[src/rtl/gi2c_mini_nes_poller.sv]
// Poll scheduler for the mini NES I2C reader: periodic requests, timeout,
// retries, button latch and per-button press/release strobes.
module gi2c_mini_nes_poller #(
    parameter int POLL_TICKS    = 800000,
    parameter int TIMEOUT_TICKS = 40000,
    parameter int MAX_RETRIES   = 2
) (
    input  logic       clk_40,
    input  logic       rst_n,
    input  logic       enable,
    input  logic       poll_now,
    output logic       rd_request,
    input  logic       rd_busy,
    input  logic       rd_valid,
    input  logic [8:0] rd_buttons,
    output logic [8:0] buttons,
    output logic [8:0] pressed,
    output logic [8:0] released,
    output logic       update,
    output logic       link_ok,
    output logic [7:0] err_count
);

    localparam int TW  = $clog2(POLL_TICKS);
    localparam int TOW = $clog2(TIMEOUT_TICKS + 1);

    typedef enum logic [2:0] {
        S_IDLE,
        S_REQ,
        S_WAIT,
        S_CAP,
        S_FAIL,
        S_HOLD
    } state_t;

    state_t         r_state;
    state_t         w_next;
    logic [TW-1:0]  r_tick;
    logic [TOW-1:0] r_to;
    logic [2:0]     r_retry;
    logic [8:0]     r_sample;
    logic           w_slot_due;
    logic           w_timeout;
    logic           w_can_retry;

    assign w_slot_due  = enable && (r_tick == TW'(POLL_TICKS - 1));
    assign w_timeout   = (r_to == TOW'(TIMEOUT_TICKS - 1));
    assign w_can_retry = (r_retry < 3'(MAX_RETRIES));

    always_ff @(posedge clk_40 or negedge rst_n) begin
        if (!rst_n) begin
            r_tick <= '0;
        end else if (!enable || w_slot_due) begin
            r_tick <= '0;
        end else begin
            r_tick <= r_tick + TW'(1);
        end
    end

    always_ff @(posedge clk_40 or negedge rst_n) begin
        if (!rst_n) begin
            r_state <= S_IDLE;
        end else begin
            r_state <= w_next;
        end
    end

    always_comb begin
        w_next     = r_state;
        rd_request = 1'b0;
        update     = 1'b0;
        pressed    = '0;
        released   = '0;
        unique case (r_state)
            S_IDLE: begin
                if ((w_slot_due || poll_now) && !rd_busy) begin
                    w_next = S_REQ;
                end
            end
            S_REQ: begin
                rd_request = 1'b1;
                w_next     = S_WAIT;
            end
            S_WAIT: begin
                if (rd_valid) begin
                    w_next = S_CAP;
                end else if (w_timeout) begin
                    w_next = S_FAIL;
                end
            end
            S_CAP: begin
                update   = 1'b1;
                pressed  = r_sample & ~buttons;
                released = ~r_sample & buttons;
                w_next   = S_IDLE;
            end
            S_FAIL: begin
                w_next = w_can_retry ? S_HOLD : S_IDLE;
            end
            S_HOLD: begin
                if (!rd_busy) begin
                    w_next = S_REQ;
                end
            end
            default: w_next = S_IDLE;
        endcase
    end

    // rd_valid is only a pulse, so the sample is held until S_CAP commits it
    always_ff @(posedge clk_40 or negedge rst_n) begin
        if (!rst_n) begin
            r_to      <= '0;
            r_retry   <= '0;
            r_sample  <= '0;
            buttons   <= 9'h100;
            link_ok   <= 1'b0;
            err_count <= '0;
        end else begin
            case (r_state)
                S_IDLE: r_retry <= '0;
                S_REQ:  r_to <= '0;
                S_WAIT: begin
                    r_to <= r_to + TOW'(1);
                    if (rd_valid) begin
                        r_sample <= rd_buttons;
                    end
                end
                S_CAP: begin
                    buttons <= r_sample;
                    link_ok <= 1'b1;
                end
                S_FAIL: begin
                    if (w_can_retry) begin
                        r_retry <= r_retry + 3'd1;
                    end else begin
                        link_ok <= 1'b0;
                        if (err_count != 8'hFF) begin
                            err_count <= err_count + 8'd1;
                        end
                    end
                end
                default: ;
            endcase
        end
    end

endmodule

[config.mk]
export PLATFORM = sky130hd
export DESIGN_NAME = gi2c_mini_nes_poller
export DESIGN_NICKNAME = d
export VERILOG_FILES = /design/src/rtl/gi2c_mini_nes_poller.sv
export SDC_FILE = /design/constraint.sdc
export NUM_CORES = 1
export LEC_CHECK = 0
export ABC_CLOCK_PERIOD_IN_PS = 3650
export CAP_MARGIN = 15
export CORE_MARGIN = 10
export CORE_UTILIZATION = 47
export CTS_BUF_LIST = sky130_fd_sc_hd__clkbuf_8
export CTS_CLUSTER_SIZE = 10
export DETAILED_ROUTE_END_ITERATION = 8
export DONT_BUFFER_PORTS = 1
export PLACE_DENSITY = 0.7
export SYNTH_ARGS = -nofsm -noshare
export SYNTH_HDL_FRONTEND = slang
export SYNTH_SLANG_ARGS = --single-unit
export TNS_END_PERCENT = 100
[constraint.sdc]
create_clock -name clk_40 -period 3.65 [get_ports clk_40]
set_clock_uncertainty 0.1 [all_clocks]
set_input_delay 0.365 -clock clk_40 [delete_from_list [all_inputs] [get_ports clk_40]]
set_output_delay 0.365 -clock clk_40 [all_outputs]
set_load 0.01 [all_outputs]
== Word-level counts from Yosys, hierarchy flattened ==
Cells that the tools add are included.

* $add $sub $neg: 4
* Order comparisons: 1
* Equality and inequality tests: 13
* Multiplexer cells: 16
* Bitwise operators: 5
* Reductions and logical operators: 15

{| class="wikitable"
|+ Operator list
! kind !! count
|-
| $pmux 16 s2 || 1
|-
| $add 20x1->20 const B || 1
|-
| $eq 20x20->1 const B || 1
|-
| $mux 20 || 1
|-
| $and 9x9->9 || 2
|-
| $mux 3 || 6
|-
| $mux 9 || 2
|-
| $not 9->9 || 2
|-
| $add 16x1->16 const B || 1
|-
| $eq 16x16->1 const B || 1
|-
| $pmux 3 s5 || 1
|-
| $add 8x1->8 const B || 1
|-
| $ne 2x2->1 const B || 4
|-
| $ne 8x8->1 const B || 1
|-
| $eq 3x2->1 const B || 2
|-
| $eq 3x3->1 const B || 2
|-
| $pmux 3 s2 || 1
|-
| $reduce_and 2->1 || 3
|-
| $reduce_and 3->1 || 2
|-
| $reduce_bool 2->1 || 3
|-
| $add 3x1->3 const B || 1
|-
| $eq 3x1->1 const B || 1
|-
| $logic_not 3->1 || 1
|-
| $lt 3x2->1 const B || 1
|-
| 7 further kinds || 12
|}

* Register bits after elaboration: 69
* Input port bits: 15
* Output and inout port bits: 38
* Logic and storage cells: 62

== Depth between registers and ports, before layout ==
* Word-level depth: 6
* Mapped depth: 7
* Gate-level depth less buffers: 6

== Least setup slack after synthesis ==
OpenSTA, ideal clock, no wires.

* Path type: flip-flop to flip-flop
* From: register err_count[0]
* To: register err_count[1]
* Setup time: 125 ps
* Arrival time: 1508 ps
* Data required time: 3425 ps
* Path slack: 1917 ps
* Cell stages (with the launch flop): 5
* Buffers on the path: 0
* Period minus slack after synthesis: 1733 ps
* Cells stage by stage: dfrtp_1 > ha_1 > and3_1 > a211oi_2 > mux2_2

* Word-level cells in the longest chain between the ends: 2
* Elaborated cells between the ends (all ways): 3
* Classes of those cells: add/sub: 1; eq/ne: 1; reduce/logical: 1

{| class="wikitable"
|+ RTL lines
! what !! RTL line !! RTL
|-
| start, declared || 21 || <nowiki>output logic [7:0] err_count</nowiki>
|-
| start signal, assigned || 138 || <nowiki>err_count <= err_count + 8'd1;</nowiki>
|-
| parallel branches: the longest is 2 deep, another holds $add 8x1->8 || n/a ||
|}

Several ways; the timed one is not identified.
A chain may end at the register's enable or synchronous reset.

== Worst setup path in the final report ==
* From: register r_state[2]
* To: output pressed[8]

* Word-level cells in the longest chain between the ends: 2

{| class="wikitable"
|+ RTL lines
! what !! RTL line !! RTL
|-
| start, declared || 36 || <nowiki>state_t r_state;</nowiki>
|-
| start signal, assigned || 64 || <nowiki>r_state <= w_next;</nowiki>
|-
| $eq 3x2->1 || 74 || <nowiki>unique case (r_state)</nowiki>
|-
| $mux 9 || 74 ||
|-
| end, declared || 17 || <nowiki>output logic [8:0] pressed,</nowiki>
|}

Every way passes these cells.

==> flow_metrics.env <==
export IMPL_avgSynthCellArea_um2=9.98
export IMPL_finalInstanceArea_mm2=0.00380
export IMPL_setup_worst_path_end_class="output port"
export IMPL_tightest_slew_ns=0.947
export IMPL_synth_nets=365
export IMPL_drt_initial_drc_count=156
export IMPL_track_usage_pct=12.6
export IMPL_path_cells="nand3b_1 > nor3b_1"
export IMPL_finalSetupViolations=0
export IMPL_cp_slowest_stage_delay_ns=0.75
export IMPL_worstPathMaxFanout=27
export IMPL_fp_row_count=31
export IMPL_ys_seq_elements=69
export IMPL_required_ns=3.18
export IMPL_synth_top_area_share_pct=49.3
export IMPL_io_buffers=0
export IMPL_p_leak_nw=1.65
export IMPL_timing_final_crit_share_pct=73.7
export IMPL_finalWorstPathRequiredPeriod_ns=2.69
export IMPL_post_synth_instance_area_mm2=0.00345
export IMPL_die_h_um=106
export IMPL_final_cell_mix="dfrtp_1, nand2_1, nor2_1"
export IMPL_wl_per_cell_um=15.1
export IMPL_clkSinkCount=69
export IMPL_holdCritPathClass="in -> reg"
export IMPL_crit_arrival_ns=2.22
export IMPL_max_freq_ghz=0.372
export IMPL_synthTopCellsByArea="dfrtp_1, nand2_1, nor3b_1"
export IMPL_cts_resized=0
export IMPL_drive_above_1_share_pct=11.2
export IMPL_drc_errors=0
export IMPL_vias_per_cell=5.59
export IMPL_ant_nets=0
export IMPL_core_area_mm2=0.00721
export IMPL_dr_pass1_iters=4
export IMPL_synthFlopType="dfrtp_1"
export IMPL_report_final_slew_viol_count=0
export IMPL_die_area_mm2=0.0112
export IMPL_antenna_found_initial=0
export IMPL_cts_setup_buffers=0
export IMPL_drv_cap=0
export IMPL_fin_tns_setup_ns=0
export IMPL_p_per_area_mw_per_mm2=588
export IMPL_antennaDiodeCount=0
export IMPL_start_util_pct=47.9
export IMPL_vdd_drop_max_mv=0.201
export IMPL_postSynth_asyncResetShare_pct=100
export IMPL_gr_total_overflow=0
export IMPL_crit_path_start_kind="flip-flop"
export IMPL_ys_types=50
export IMPL_grt_max_degree=70
export IMPL_cts_buffers=9
export IMPL_cts_root_buffer="clkbuf_8"
export IMPL_layout_commonest_cell="dfrtp_1"
export IMPL_cts_htree_levels=3
export IMPL_rsz0062_at_grt="no"
export IMPL_dp_hpwl_um=4770
export IMPL_grt_pass1_vias=2466
export IMPL_place_gp_congestion=0.804
export IMPL_clk_latency_ns=0.35
export IMPL_status="complete, no violations"
export IMPL_grt_pass1_wl_um=11900
export IMPL_cts_tree="done"
export IMPL_cts_reportedPaths_clkPinSlew_ns=0.08
export IMPL_die_x_um=106
export IMPL_wirelength_um=6890
export IMPL_relSlewSlack_pct=36.7
export IMPL_yosysWarnings=0
export IMPL_placed_area_mm2=0.00354
export IMPL_netlist_instances=346
export IMPL_cts_buffer_depth=2
export IMPL_yosys_area_top_type="dfrtp_1"
export IMPL_area_growth_synth_to_final_pct=10.1
export IMPL_synth_edf_count=0
export IMPL_critical_path_slowest_cell="nand3b_1"
export IMPL_hold_violations=0
export IMPL_fin_nets=370
export IMPL_pin_count=53
export IMPL_path_class="reg -> out"
export IMPL_ys_seq_area_share_pct=50.0
export IMPL_vias=2545
==> power breakdown <==
| group | internal [W] | switching [W] | total (W) |
|---|---|---|---|
| logic | 0.000202 | 0.000281 | 0.000483 |
| registers | 0.000896 | 0.000168 | 0.00106 |
| clock network | 0.000402 | 0.000289 | 0.000690 |
==> cells in the mapped netlist, types with 8 or more instances <==
library cell / number
xnor2_1: 15
nor3_1: 13
a21oi_1: 10
nor3b_1: 19
nand3_1: 13
o21ai_0: 12
nand2_1: 49
a31oi_1: 8
dfrtp_1: 68
nor2_1: 30
mux2_2: 10
nand4_1: 8
inv_1: 10
==> per-stage QoR <==
step	util, %	total power (W)	hold WS (ns)	cells	setup WS [ns]
after floorplan	-	0.00143	-0.0306	346	1.92
after global placement	49.1	0.00153	-0.0286	437	1.35
after detailed placement	49.1	0.00154	-0.0283	437	1.30
after CTS	52.7	0.00226	0.0353	455	0.928
after global routing	52.7	0.00238	0.0432	455	0.783
final	52.7	0.00224	0.0486	455	0.962
==> path summary, 6_finish.rpt <==
path	startpoint	endpoint	slack, ns	cells after the start
setup reg to reg	r_state[2]$_DFFE_PN0P_	buttons[0]$_DFFE_PN0P_	1.35	4
max in group asynchronous	rst_n	buttons[8]$_DFFE_PN1P_	2.67	2
hold / removal	enable	r_tick[18]$_DFF_PN0_	0.05	2
min in group asynchronous	rst_n	err_count[7]$_DFFE_PN0P_	0.47	2
setup / recovery	r_state[2]$_DFFE_PN0P_	pressed[8]	0.96	2
hold reg to reg	r_to[15]$_DFFE_PN0P_	r_to[15]$_DFFE_PN0P_	0.38	1
==> metal layers <==
layer,vias up,part of all wire [%],track usage [%]
li1,1237,-,-
met1,1235,46,15.4
met2,62,45,19.5
met3,11,7.4,4.26
met4,0,2.0,5.80
met5,-,0,0
==> timing repair <==
action                                 in CTS  in global routing
hold buffers                                2                  0
setup endpoints to repair                   0                  0
endpoints found under the hold margin      69                  0
==> cell type report <==
| type | instances | area, um2 |
|---|---|---|
| Clock buffer | 10 | 138 |
| Fill cell | 655 | 3410 |
| Inverter | 11 | 41.3 |
| Sequential cell | 69 | 1730 |
| Multi-Input combinational cell | 256 | 1640 |
| Timing Repair Buffer | 4 | 52.6 |
| Clock inverter | 6 | 86.3 |
| Tap cell | 99 | 124 |
==> worst max-delay path, delay by kind of cell, from the launching register on <==
kind             cells  cell delay [ns]
flip-flops           1             0.47
AND/OR/NAND/NOR      2             1.41
==> cell families (layout without fill, tap and decap cells) <==
family | after synthesis | in the layout | synth area share, %
and+or+nand+nor | 171 | 171 | 27.2
DFF | 69 | 69 | 50.0
AOI/OAI and AO/OA | 43 | 43 | 8.08
xor gates and xnor gates | 21 | 21 | 5.32
buffers and inverters | 21 | 31 | 2.64
muxes | 17 | 17 | 5.29
adders and majority gates | 4 | 4 | 1.45
==> flip-flops by register name, indices dropped and copies added (netlist names) <==
| register | count |
|---|---|
| buttons | 9 |
| err_count | 8 |
| link_ok | 1 |
| r_retry | 3 |
| r_sample | 9 |
| r_state | 3 |
| r_tick | 20 |
| r_to | 16 |
Note: power is estimated with default switching activity, not from simulation.
